--- src/rtl/mem_arbiter_if.sv ---
// Bus bundle between the two RAM requesters, the arbiter and the single-port RAM.
// The slave modport is the arbiter's view; master is the requester/RAM side.
interface mem_arbiter_if #(
  parameter int ADDR_WIDTH = 16,
  parameter int DATA_WIDTH = 8
);
  logic                  a_req;
  logic                  a_we;
  logic [ADDR_WIDTH-1:0] a_addr;
  logic [DATA_WIDTH-1:0] a_wdata;
  logic                  a_ack;
  logic [DATA_WIDTH-1:0] a_rdata;

  logic                  b_req;
  logic                  b_we;
  logic [ADDR_WIDTH-1:0] b_addr;
  logic [DATA_WIDTH-1:0] b_wdata;
  logic                  b_ack;
  logic [DATA_WIDTH-1:0] b_rdata;

  logic [ADDR_WIDTH-1:0] mem_addr;
  logic                  mem_we;
  logic [DATA_WIDTH-1:0] mem_din;
  logic [DATA_WIDTH-1:0] mem_dout;

  logic                  grant;
  logic                  busy;

  modport slave (
    input  a_req, a_we, a_addr, a_wdata,
    input  b_req, b_we, b_addr, b_wdata,
    input  mem_dout,
    output a_ack, a_rdata, b_ack, b_rdata,
    output mem_addr, mem_we, mem_din,
    output grant, busy
  );

  modport master (
    output a_req, a_we, a_addr, a_wdata,
    output b_req, b_we, b_addr, b_wdata,
    output mem_dout,
    input  a_ack, a_rdata, b_ack, b_rdata,
    input  mem_addr, mem_we, mem_din,
    input  grant, busy
  );
endinterface

--- src/rtl/mem_arbiter.sv ---
// Round-robin two-port arbiter/sequencer for a single-port synchronous RAM.
// One transaction at a time: IDLE (arbitrate) -> ACCESS (MEM_LATENCY+1 cycles) -> RESP (ack).
module mem_arbiter #(
  parameter int ADDR_WIDTH  = 16,
  parameter int DATA_WIDTH  = 8,
  parameter int MEM_LATENCY = 1
) (
  input  logic          clk,
  input  logic          n_reset,
  mem_arbiter_if.slave  bus
);
  localparam int CW = $clog2(MEM_LATENCY + 1) + 1;

  generate
    if (MEM_LATENCY < 1) begin : g_bad_latency
      $error("mem_arbiter: MEM_LATENCY must be >= 1");
    end
  endgenerate

  typedef enum logic [1:0] {IDLE, ACCESS, RESP} state_t;

  state_t                state_reg, state_next;
  logic [CW-1:0]         count_reg, count_next;
  logic                  last_reg, last_next;
  logic                  we_reg, we_next;
  logic [ADDR_WIDTH-1:0] mem_addr_reg, mem_addr_next;
  logic                  mem_we_reg, mem_we_next;
  logic [DATA_WIDTH-1:0] mem_din_reg, mem_din_next;
  logic [DATA_WIDTH-1:0] a_rdata_reg, a_rdata_next;
  logic [DATA_WIDTH-1:0] b_rdata_reg, b_rdata_next;
  logic                  pick_b;

  // B wins when it is alone, or when both ask and A was served last.
  assign pick_b = bus.b_req && (!bus.a_req || !last_reg);

  always_ff @(posedge clk or negedge n_reset) begin
    if (!n_reset) begin
      state_reg    <= IDLE;
      count_reg    <= '0;
      last_reg     <= 1'b1;
      we_reg       <= 1'b0;
      mem_addr_reg <= '0;
      mem_we_reg   <= 1'b0;
      mem_din_reg  <= '0;
      a_rdata_reg  <= '0;
      b_rdata_reg  <= '0;
    end else begin
      state_reg    <= state_next;
      count_reg    <= count_next;
      last_reg     <= last_next;
      we_reg       <= we_next;
      mem_addr_reg <= mem_addr_next;
      mem_we_reg   <= mem_we_next;
      mem_din_reg  <= mem_din_next;
      a_rdata_reg  <= a_rdata_next;
      b_rdata_reg  <= b_rdata_next;
    end
  end

  always_comb begin
    state_next    = state_reg;
    count_next    = count_reg;
    last_next     = last_reg;
    we_next       = we_reg;
    mem_addr_next = mem_addr_reg;
    mem_we_next   = 1'b0;
    mem_din_next  = mem_din_reg;
    a_rdata_next  = a_rdata_reg;
    b_rdata_next  = b_rdata_reg;

    case (state_reg)
      IDLE: begin
        if (bus.a_req || bus.b_req) begin
          last_next     = pick_b;
          we_next       = pick_b ? bus.b_we    : bus.a_we;
          mem_we_next   = pick_b ? bus.b_we    : bus.a_we;
          mem_addr_next = pick_b ? bus.b_addr  : bus.a_addr;
          mem_din_next  = pick_b ? bus.b_wdata : bus.a_wdata;
          count_next    = CW'(MEM_LATENCY);
          state_next    = ACCESS;
        end
      end
      ACCESS: begin
        // count_reg reaches zero in the cycle where mem_dout is valid.
        if (count_reg == '0) begin
          if (!we_reg) begin
            if (last_reg) b_rdata_next = bus.mem_dout;
            else          a_rdata_next = bus.mem_dout;
          end
          state_next = RESP;
        end else begin
          count_next = count_reg - CW'(1);
        end
      end
      RESP: begin
        state_next = IDLE;
      end
      default: begin
        state_next = IDLE;
      end
    endcase
  end

  assign bus.mem_addr = mem_addr_reg;
  assign bus.mem_we   = mem_we_reg;
  assign bus.mem_din  = mem_din_reg;
  assign bus.a_rdata  = a_rdata_reg;
  assign bus.b_rdata  = b_rdata_reg;
  assign bus.a_ack    = (state_reg == RESP) && !last_reg;
  assign bus.b_ack    = (state_reg == RESP) &&  last_reg;
  assign bus.grant    = last_reg;
  assign bus.busy     = (state_reg != IDLE);
endmodule

--- src/flat_wrapper.sv ---
// flat-port wrapper written by rule: the top's interface ports become plain ports
module mem_arbiter_flat 
#(
  parameter int ADDR_WIDTH  = 16,
  parameter int DATA_WIDTH  = 8,
  parameter int MEM_LATENCY = 1
)
  (clk, n_reset, bus_a_req, bus_a_we, bus_a_addr, bus_a_wdata, bus_b_req, bus_b_we, bus_b_addr, bus_b_wdata, bus_mem_dout, bus_a_ack, bus_a_rdata, bus_b_ack, bus_b_rdata, bus_mem_addr, bus_mem_we, bus_mem_din, bus_grant, bus_busy);
  mem_arbiter_if #(.ADDR_WIDTH(ADDR_WIDTH), .DATA_WIDTH(DATA_WIDTH)) bus_i ();
  input  logic clk;
  input  logic n_reset;
  input wire logic [$bits(bus_i.a_req)-1:0] bus_a_req;
  input wire logic [$bits(bus_i.a_we)-1:0] bus_a_we;
  input wire logic [$bits(bus_i.a_addr)-1:0] bus_a_addr;
  input wire logic [$bits(bus_i.a_wdata)-1:0] bus_a_wdata;
  input wire logic [$bits(bus_i.b_req)-1:0] bus_b_req;
  input wire logic [$bits(bus_i.b_we)-1:0] bus_b_we;
  input wire logic [$bits(bus_i.b_addr)-1:0] bus_b_addr;
  input wire logic [$bits(bus_i.b_wdata)-1:0] bus_b_wdata;
  input wire logic [$bits(bus_i.mem_dout)-1:0] bus_mem_dout;
  output wire logic [$bits(bus_i.a_ack)-1:0] bus_a_ack;
  output wire logic [$bits(bus_i.a_rdata)-1:0] bus_a_rdata;
  output wire logic [$bits(bus_i.b_ack)-1:0] bus_b_ack;
  output wire logic [$bits(bus_i.b_rdata)-1:0] bus_b_rdata;
  output wire logic [$bits(bus_i.mem_addr)-1:0] bus_mem_addr;
  output wire logic [$bits(bus_i.mem_we)-1:0] bus_mem_we;
  output wire logic [$bits(bus_i.mem_din)-1:0] bus_mem_din;
  output wire logic [$bits(bus_i.grant)-1:0] bus_grant;
  output wire logic [$bits(bus_i.busy)-1:0] bus_busy;
  assign bus_i.a_req = bus_a_req;
  assign bus_i.a_we = bus_a_we;
  assign bus_i.a_addr = bus_a_addr;
  assign bus_i.a_wdata = bus_a_wdata;
  assign bus_i.b_req = bus_b_req;
  assign bus_i.b_we = bus_b_we;
  assign bus_i.b_addr = bus_b_addr;
  assign bus_i.b_wdata = bus_b_wdata;
  assign bus_i.mem_dout = bus_mem_dout;
  assign bus_a_ack = bus_i.a_ack;
  assign bus_a_rdata = bus_i.a_rdata;
  assign bus_b_ack = bus_i.b_ack;
  assign bus_b_rdata = bus_i.b_rdata;
  assign bus_mem_addr = bus_i.mem_addr;
  assign bus_mem_we = bus_i.mem_we;
  assign bus_mem_din = bus_i.mem_din;
  assign bus_grant = bus_i.grant;
  assign bus_busy = bus_i.busy;
  mem_arbiter #(.ADDR_WIDTH(ADDR_WIDTH), .DATA_WIDTH(DATA_WIDTH), .MEM_LATENCY(MEM_LATENCY)) u_core (.clk(clk), .n_reset(n_reset), .bus(bus_i));
endmodule
--- config.mk ---
export PLATFORM = sky130hd
export DESIGN_NAME = mem_arbiter_flat
export DESIGN_NICKNAME = d
export VERILOG_FILES = /design/src/rtl/mem_arbiter_if.sv /design/src/rtl/mem_arbiter.sv /design/src/flat_wrapper.sv
export SDC_FILE = /design/constraint.sdc
export NUM_CORES = 1
export LEC_CHECK = 0
export CORE_ASPECT_RATIO = 0.7
export CORE_UTILIZATION = 41
export DETAILED_ROUTE_END_ITERATION = 12
export PLACE_DENSITY = 0.81
export SYNTH_ARGS = -nofsm -noshare
export SYNTH_HDL_FRONTEND = slang
export SYNTH_SLANG_ARGS = --single-unit
--- constraint.sdc ---
create_clock -name clk -period 2 [get_ports clk]
set_input_delay 0.4 -clock clk [delete_from_list [all_inputs] [get_ports clk]]
set_output_delay 0.4 -clock clk [all_outputs]
set_load 0.05 [all_outputs]
# Yosys cells after proc, flatten, opt, wreduce, memory -nomap -nowiden
# Cells that the tools add are included.
[totals] register_bits=47 inputBits=62 out_inout_bits=45 elab_cells=43
[classes] addsub=1 eq_ne=5 muxes=10 bitwise_logic=2 reduce_logical=16
[ops] operator="2-to-1 mux 16 bit" count=1
[ops] operator="2-to-1 mux 8 bit" count=1
[ops] operator="case mux 2 bit (2 select lines)" count=2
[ops] operator="AND reduction 4 bit" count=2
[ops] operator="2-to-1 mux 2 bit" count=3
[ops] operator="logical NOT 2 bit" count=2
[ops] operator="!= test 2 x 1 -> 1 bit (second input constant)" count=2
[ops] operator="AND reduction 2 bit" count=2
[ops] operator="nonzero test 2 bit" count=2
[ops] operator="logical AND 1 bit" count=3
[ops] operator="2-to-1 mux 1 bit" count=3
[ops] operator="AND reduction 3 bit" count=1
[ops] operator="== test 2 x 1 -> 1 bit (second input constant)" count=1
[ops] operator="== test 2 bit (second input constant)" count=1
[ops] operator="logical NOT 1 bit" count=2
[ops] operator="logical OR 1 bit" count=2
[ops] operator="!= test 2 bit (second input constant)" count=1
[ops] operator="inverter 1 bit" count=2
[ops] operator="subtractor 2 x 1 -> 2 bit (second input constant)" count=1

# Depth between registers and ports, before layout
# Gate-level depths: netlist of run 1.
[depth] word_depth=6 ltp_mapped=6 ltp_nobuf=5

# Worst setup path after synthesis of run 1
# OpenSTA, ideal clock, no wires.
[synth_timing] kind="flip-flop to output port" startpoint="register u_core.last_reg, in the netlist u_core.bus.grant" endpoint="output port bus_a_ack" arrival_ns=1.780 slack_ns=-0.180 path_stages_with_launch=3 path_buffers=1 path_cell_list="dfstp_2 -> buf_4 -> nor3b_1"
[synth_via] elab_chain_len=2
[synth_lines] element="start, declared" line_no="mem_arbiter.sv:24" rtl="logic last_reg, last_next;"
[synth_lines] element="start signal, assigned" line_no="mem_arbiter.sv:50" rtl="last_reg <= last_next;"
[synth_lines] element="logical NOT 1 bit" line_no="mem_arbiter.sv:109" rtl="assign bus.a_ack = (state_reg == RESP) && !last_reg;"
[synth_lines] element="logical AND 1 bit" line_no="mem_arbiter.sv:109"
[synth_lines] element="end, declared" line_no="flat_wrapper.sv:21" rtl="output wire logic [$bits(bus_i.a_ack)-1:0] bus_a_ack;"
# Every way passes these cells.

# Worst setup path after layout of run 1
[layout_timing] startpoint="register u_core.mem_addr_reg[9], in the netlist u_core.bus.mem_addr[9]" endpoint="output port bus_mem_addr[9]"
[layout_lines] element="start, declared" line_no="mem_arbiter.sv:26" rtl="logic [ADDR_WIDTH-1:0] mem_addr_reg, mem_addr_next;"
[layout_lines] element="start signal, assigned" line_no="mem_arbiter.sv:52" rtl="mem_addr_reg <= mem_addr_next;"
[layout_lines] element="end, declared" line_no="flat_wrapper.sv:25" rtl="output wire logic [$bits(bus_i.mem_addr)-1:0] bus_mem_addr;"
# No word-level cell between the ends.

==> results.toml, run 1 <==
[outcome]
status = "finished clean"

[global_route]
grt_remaining_overflow = 0
antenna_found_initial = 0
global_route_wire_length_before_repair_mm = 9.37
grt_max_degree = 28
first_global_vias = 1863
track_usage_pct = 20.9

[synth]
post-synth-top-area-cell = "dfrtp_1"
netlist_top_cells_area = "dfrtp_1 (52%), a31oi_2 (11%), nand2_1 (8.5%)"
yosys.area.top_type_share_pct = 51.8
synth-compound-area-share_pct = 20.2
synth_fa_ha_area_share_pct = 0.563
combinational_family_with_the_most_area_after_synthesis = "compound AO/OA/AOI/OAI gates"
yosys.cell_types.count = 27
synth_simple_gate_area_share_pct = 12.2
muxShareOfSynthArea_pct = 9.01
synth_area_per_inst_um2 = 10.9
synth_xor_xnor_area_share_pct = 0
syn-num-nets = 266
netlist_instances = 203
synth_warnings = 0
synthesis.area_um2 = 2220
ys_ff_latch = 47
synth-seq-area-share_pct = 53.0

[sta]
setup_viol = 0
max_clock_freq_mhz = 527
timing.final.ws_setup_ns = 0.101
max_slew_margin_pct = 64.3
finalSetupTns_ns = 0
worst_pin_slew_ns = 0.534
fin_crit_ns = 1.90
maxSlewViolCount = 0
finalCritPeriodShare_pct = 94.9
rsz_0062_raised_after_global_routing = "false"
timing.clock.skew_ns = 0.00467
hold_viol = 0

[setup_path]
critical_path_peak_fanout = 2
worst_path_dominant_cell_family = "buffers and inverters"
worst_ep_arrival_time_ns = 1.50
timing.critical_path.required_ns = 1.60
crit_path_top_delay_cell = "clkdlybuf4s50_1"
critical_path_startpoint_category = "flip-flop"
worstPathCellList = "clkdlybuf4s50_1"
crit_buf_inv = 1
critical_path.endpoint_type = "primary output"
max_stage_delay_ns = 0.83
timing_worst_setup_path_type = "flip-flop to primary output"

[hold_path]
hold_crit_class = "input port to async pin"

[routing]
viasPerCell = 4.93
antenna_left = 0
wl_per_cell_um = 14.8
drtPass1Iterations = 4
vias = 1882
routed_wirelength_mm = 5.65
drc = 0
drt_first_iter_violations = 141

[place]
dpl.hpwl_mm = 4.29
post_place_setup_slack_ns = 0.0565
gp_routability_congestion = 0.721
port-buffer-count = 106

[clock_network]
cts_setup_buffers = 0
cts_buffer_depth = 2
hold_buffer_count_at_cts = 0
clk_transition_reported_paths_ns = 0.09
root_buffer = "clkbuf_8"
cts-resized-gates = 0
insertion_delay_ns = 0.30
clock_tree_from_tritoncts = "yes"
h-tree-depth = 2
clkSinkCount = 47
cts_buffers = 5

[final_layout]
layout_commonest_cell = "clkdlybuf4s50_1"
final_net_count = 372
most_frequent_cells_in_the_layout = "clkdlybuf4s50_1 (101), nand2_1 (50), dfrtp_1 (46)"
largest_reg_flops = 16
proportion_of_layout_cells_with_a_drive_suffix_above_1_pct = 21.0
diodes = 0
area.growth.synth_to_final_pct = 57.2

[floorplanning]
fp.dieW_um = 90.0
floorplan.rows = 22
initial_core_util_pct = 42.5
pin_count = 107
floorplan.die.height_um = 63.6
core_region_area_um2 = 5230
die-area_um2 = 5720

[power_and_ir_drop]
pwr-share-seq_pct = 27.1
netSwitchingPower_mw = 3.08
p_comb_share_pct = 61.5
p_per_area_nw_per_um2 = 1820
power.share.clock_pct = 11.4
power_switching_share_pct = 48.6
p_int_mw = 3.26
static-leakage-power_nw = 1.43
power.ir.vdd_worst_v = 0.000765

[run]
cap_violations = 0
## through the flow
| step | utilization [%] | power [mW] | cells | hold WS (ns) | instance area (um2) |
|---|---|---|---|---|---|
| global placement | 64.5 | 5.58 | 374 | 0.395 | 3370 |
| finish | 66.7 | 6.34 | 382 | 0.0608 | 3490 |
| global route | 66.7 | 6.67 | 382 | 0.0906 | 3490 |
| floorplan | - | 4.38 | 203 | 0.104 | 2230 |
| CTS | 66.7 | 6.38 | 382 | 0.0766 | 3490 |
| detailed placement | 64.5 | 5.66 | 374 | 0.395 | 3370 |
## cells in the mapped netlist, drive strengths merged
master    n
and3b     2
a21bo     1
ha        1
nor3b     2
nor2b     1
and4bb    1
a21oi    28
nor2      2
and2      1
mux2     16
dfstp     1
o2bb2ai   1
nand2    50
or3b      1
inv       4
a21boi    1
or2       1
buf      11
clkbuf    5
dfrtp    46
mux2i     2
a31oi    25
## logic make-up after synthesis
logic type | after synthesis
compound gates | 56
fa+ha+maj | 1
buf+inv | 20
flops | 47
mux | 18
simple gates | 61
## final timing paths
kind,startpoint,end,slack (ns),cells past startpoint
worst max register to register,u_core.count_reg[0],u_core.bus.a_rdata[4],0.36,6
worst min register to register,u_core.count_reg[1],u_core.count_reg[1],0.50,1
worst min-delay path,n_reset,u_core.bus.b_rdata[1],0.06,1
worst max-delay path,u_core.bus.mem_addr[9],bus_mem_addr[9],0.10,1
min in group clk,u_core.count_reg[1],u_core.count_reg[1],0.50,1
max in group asynchronous,n_reset,u_core.bus.mem_addr[15],1.42,2
## area by class of cell
type,count,area (um2)
fill,421,1740
sequential,47,1180
timing repair buffer,115,1150
multi-input combinational,136,940
tap,72,90.1
clock buffer,6,82.6
clock inverter,2,35.0
inverter,4,15.0
## layer usage
layer | up-vias | part of all wire, % | global-route usage (%)
li1 | 917 | - | -
met1 | 897 | 46 | 28.5
met2 | 64 | 47 | 33.8
met3 | 4 | 6.4 | 5.31
met4 | 0 | 0.71 | 4.44
met5 | - | 0 | 0
## power groups by stage
stage / Combinational, mW / Sequential, mW / Clock, mW
2_1_floorplan: 1.24 / 3.14 / 0
3_5_place_dp: 3.92 / 1.74 / 0
4_1_cts: 3.93 / 1.72 / 0.730
6_report: 3.90 / 1.72 / 0.724
5_1_grt: 4.10 / 1.79 / 0.789
3_3_place_gp: 3.88 / 1.70 / 0
Note: power is estimated with default switching activity, not from simulation.
==> run 2: changes to the inputs <==
Settings changed: GPL_TIMING_DRIVEN set to 0.
==> run 2 against run 1 <==
Net effect:
- clock power down 25%
- critical path depth grew 2
- routed wire length down 2.5%
- clock skew is 0.0039 ns higher
- power is 2.4% lower
- sequential cell count unchanged
- sequential power hardly changed
- via count grew 1.4%
- cell count grew 2.1%
- critical path type unchanged
- critical endpoint is now bus_a_ack
==> results.toml, run 2 (synthesis gave the netlist of run 1 again) <==
[outcome]
status = "finished clean"

[setup_path]
timing_worst_setup_path_type = "flip-flop to primary output"
critical_path.endpoint_type = "primary output"
r2r_end = "u_core.bus.a_rdata[0]"
rrSetupSlack_ns = 0.26
worst-r2r-cell-count = 6
worst_ep_arrival_time_ns = 1.52
critical_path_startpoint_category = "flip-flop"
worst_r2r_startpoint = "u_core.count_reg[0]"
timing.critical_path.required_ns = 1.60
critical_path_peak_fanout = 8

[floorplanning]
die-area_um2 = 5720
fp.dieW_um = 90.0
pin_count = 107
floorplan.rows = 22
initial_core_util_pct = 42.5
floorplan.die.height_um = 63.6
core_region_area_um2 = 5230

[global_route]
global_route_wire_length_before_repair_mm = 9.33
grt_remaining_overflow = 0
grt_max_degree = 29
antenna_found_initial = 0
track_usage_pct = 20.8
first_global_vias = 1937

[place]
gp_routability_congestion = 0.751
port-buffer-count = 106
post_place_setup_slack_ns = -0.263
dpl.hpwl_mm = 4.22
dp_cells = 382

[final_layout]
area.sequential_um2 = 1180
multi_input_comb_area_um2 = 940
diodes = 0
layout.cells.non_filler = 390
filler_cell_count = 434
postLayoutCoreUtil_pct = 66.5
final_net_count = 380
area.growth.synth_to_final_pct = 56.6
largest_reg_flops = 16
most_frequent_cells_in_the_layout = "clkdlybuf4s50_1 (101), nand2_1 (50), dfrtp_1 (46)"
layout_commonest_cell = "clkdlybuf4s50_1"
proportion_of_layout_cells_with_a_drive_suffix_above_1_pct = 20.8

[routing]
drt_first_iter_violations = 79
viasPerCell = 4.89
drc = 0
vias = 1909
met2WireLength_mm = 2.62
wl_per_cell_um = 14.1
drtPass1Iterations = 4
wl_met1_mm = 2.43
antenna_left = 0
routed_wirelength_mm = 5.51
met3WireLength_um = 413
route.top_layer_used = "met4"

[clock_network]
cts_setup_buffers = 0
clock_tree_from_tritoncts = "yes"
h-tree-depth = 2
clk_transition_reported_paths_ns = 0.08
clkSinkCount = 47
cts_buffer_depth = 2
insertion_delay_ns = 0.30
cts_buffers = 5
root_buffer = "clkbuf_8"
hold_buffer_count_at_cts = 0

[sta]
timing.final.ws_setup_ns = 0.0773
timing.clock.skew_ns = 0.00856
fin_crit_ns = 1.92
max_clock_freq_mhz = 520
finalCritPeriodShare_pct = 96.1
finalSetupTns_ns = 0
worst_pin_slew_ns = 0.525
maxSlewViolCount = 0
rsz_0062_raised_after_global_routing = "false"
setup_viol = 0
max_slew_margin_pct = 64.9
hold_viol = 0

[run]
cap_violations = 0

[power_and_ir_drop]
p_per_area_nw_per_um2 = 1780
report.power.total_mw = 6.19
power.ir.vdd_worst_v = 0.000853
static-leakage-power_nw = 1.43

[hold_path]
hold_crit_class = "input port to async pin"
run 2: cell count changes in the layout (fill, tap and decap cells not counted), sizes merged:
cell           previous run  this run
clkinv                    1         3
dlygate4sd2               0         1
clkdlybuf4s15             0         2
buf                      14        13
clkbuf                    6        11
bufinv                    1         0
run 2: metal layers:
layer  global-route usage [%]  vias to the layer above
met4                     5.24                        0
met2                     34.8                       70
li1                         -                      934
met1                     27.3                      900
met5                        0                        -
met3                     5.07                        5
run 2: repair_timing:
action,in CTS,in global routing
gates resized for setup,8,4
endpoints found under the hold margin,0,0
endpoints found under the setup margin,4,2
run 2: layout make-up:
type / count / share of cell area (%)
Timing Repair Buffer: 107 / 30.8
Buffer: 16 / 2.88
Clock buffer: 5 / 1.98
Multi-Input combinational cell: 136 / 27.0
Clock inverter: 3 / 0.432
Sequential cell: 47 / 33.9
Inverter: 4 / 0.432
Tap cell: 72 / 2.59
run 2: report_power, final:
| part | internal (mW) | switching (mW) |
|---|---|---|
| logic | 1.46 | 2.51 |
| registers | 1.43 | 0.257 |
| clock network | 0.240 | 0.307 |
| total | 3.12 | 3.07 |
run 2: worst max path at each step:
stage                         from                      end  slack, ns  cells past startpoint
6_report          u_core.bus.grant                bus_a_ack       0.08                      3
3_3_place_gp               n_reset  u_core.bus.mem_addr[12]      -0.79                      1
3_5_place_dp   u_core.state_reg[0]                 bus_busy      -0.26                      4
4_1_cts        u_core.state_reg[0]                 bus_busy       -0.1                      4
5_1_grt           u_core.bus.grant                bus_a_ack       0.02                      3
2_1_floorplan     u_core.bus.grant                bus_b_ack       0.26                      2
run 2: worst max-delay path, stage by stage (launching register included):
cell and delay (ns):
dfstp_2 0.37, buf_4 0.15, nor3b_2 0.17, clkdlybuf4s15_1 0.53
run 2: stage by stage:
stage | hold slack, ns | area [um2]
global route | 0.0788 | 3480
detailed placement | 0.382 | 3390
finish | 0.0479 | 3480
floorplan | 0.104 | 2230
global placement | 0.476 | 3380
CTS | 0.0652 | 3480
==> run 3: changes to the inputs <==
Settings changed: CTS_CLUSTER_SIZE set to 25, RECOVER_POWER set to 50.
==> run 3 against run 2 <==
Net effect:
- core utilization shrank 0.53 points
- design area shrank 0.79%
- worst hold slack gained 0.21 ns
- first-iteration DRC count fell by 5.1%
- clock skew is essentially flat
- via count unchanged
- highest routed layer unchanged
==> results.toml, run 3 (synthesis gave the netlist of run 1 again) <==
[final_layout]
largest_reg_flops = 16
area.growth.synth_to_final_pct = 55.3
diodes = 0
most_frequent_cells_in_the_layout = "clkdlybuf4s50_1 (101), nand2_1 (50), dfrtp_1 (46)"
area.sequential_um2 = 1180
proportion_of_layout_cells_with_a_drive_suffix_above_1_pct = 19.5
filler_cell_count = 435
fin_area_um2 = 3450
layout.cells.non_filler = 390
layout_commonest_cell = "clkdlybuf4s50_1"
multi_input_comb_area_um2 = 937
final_net_count = 380

[global_route]
grt_max_degree = 29
globalRoute.busiestLayer = "met2"
first_global_vias = 1937
use_met3_pct = 5.07
grt.met2_usage_pct = 34.8
antenna_found_initial = 0
track_usage_pct = 20.8
grt.met1_usage_pct = 27.3
global_route_wire_length_before_repair_mm = 9.33
grt_remaining_overflow = 0

[place]
gp_routability_congestion = 0.751
place_area_um2 = 3390
port-buffer-count = 106
dpl.hpwl_mm = 4.22
dp_cells = 382

[routing]
drc = 0
drt_first_iter_violations = 75
drtPass1Iterations = 4
antenna_left = 0
routed_wirelength_mm = 5.50
vias = 1909
viasPerCell = 4.89
wl_per_cell_um = 14.1

[clock_network]
root_buffer = "clkbuf_8"
clock_tree_from_tritoncts = "yes"
cts_buffer_depth = 2
clkSinkCount = 47
cts_buffers = 5
h-tree-depth = 2
clk_transition_reported_paths_ns = 0.08
insertion_delay_ns = 0.30
cts_setup_buffers = 0

[floorplanning]
core_region_area_um2 = 5230
initial_core_util_pct = 42.5
floorplan.die.height_um = 63.6
fp.dieW_um = 90.0
pin_count = 107
floorplan.rows = 22
die-area_um2 = 5720

[setup_path]
worstPathCellList = "buf_4 > nor3b_2 > clkdlybuf4s15_1"
critical_path_startpoint_category = "flip-flop"
worst_ep_arrival_time_ns = 1.52
crit_buf_inv = 2
max_stage_delay_ns = 0.53
critical_path.endpoint_type = "primary output"
rrSetupSlack_ns = 0.26
timing.critical_path.required_ns = 1.60
worst_path_dominant_cell_family = "buffers and inverters"
critical_path_peak_fanout = 8
timing_worst_setup_path_type = "flip-flop to primary output"
crit_path_top_delay_cell = "clkdlybuf4s15_1"

[power_and_ir_drop]
power.ir.vdd_worst_v = 0.000849
static-leakage-power_nw = 1.41
p_per_area_nw_per_um2 = 1790

[sta]
max_clock_freq_mhz = 520
worst_pin_slew_ns = 1.03
rsz_0062_raised_after_global_routing = "false"
max_slew_margin_pct = 31.5
timing.hold.ws_ns = 0.256
timing.clock.skew_ns = 0.00839
maxSlewViolCount = 0
finalCritPeriodShare_pct = 96.1
finalSetupTns_ns = 0
hold_viol = 0
fin_crit_ns = 1.92
setup_viol = 0

[hold_path]
hold_crit_class = "input port to async pin"

[run]
cap_violations = 0

[outcome]
status = "finished clean"
-- run 3: final timing paths --
path	start	cells past startpoint	end
min	n_reset	1	u_core.bus.a_rdata[1]
min reg2reg	u_core.count_reg[1]	1	u_core.count_reg[1]
max in group asynchronous	n_reset	2	u_core.bus.mem_addr[9]
max	u_core.bus.grant	3	bus_a_ack
max reg2reg	u_core.count_reg[0]	6	u_core.bus.a_rdata[0]
min in group clk	u_core.count_reg[1]	1	u_core.count_reg[1]
-- run 3: worst register-to-register path, cell delays in order (launching register included) --
cell      delay (ns)
dfrtp_1         0.37
inv_1           0.08
ha_1            0.20
and4bb_1        0.22
nor2b_1         0.14
buf_2           0.25
mux2_2          0.36
-- run 3: power by group --
group | switching [mW] | total, mW | internal [mW]
sequential | 0.256 | 1.69 | 1.43
combinational | 2.51 | 3.93 | 1.42
clock | 0.308 | 0.548 | 0.240
-- run 3: final cells by class --
class / count / share of cell area, %
plain buffers: 16 / 2.65
clock inverters: 3 / 0.435
repair buffers: 107 / 30.6
flip-flops and latches: 47 / 34.1
well taps: 72 / 2.61
clock buffers: 5 / 1.99
inverters: 4 / 0.435
multi-input cells: 136 / 27.2
-- run 3: layer usage --
layer | vias to the layer above | share of wire [%]
li1 | 933 | -
met1 | 901 | 44
met2 | 70 | 47
met3 | 5 | 7.5
met4 | 0 | 0.80
met5 | - | 0
-- run 3: repair_timing --
action / 4_1_cts / 5_1_grt
hold buffers: 0 / 0
gates resized for setup: 8 / 4
endpoints found under the setup margin: 4 / 2
-- run 3: stage by stage --
stage	util (%)	power, mW	setup slack (ns)
2_1_floorplan	-	4.38	0.257
3_3_place_gp	64.6	5.62	-0.794
3_5_place_dp	64.9	5.69	-0.263
4_1_cts	66.5	6.23	-0.0961
5_1_grt	66.0	6.50	0.0191
6_report	66.0	6.16	0.0774
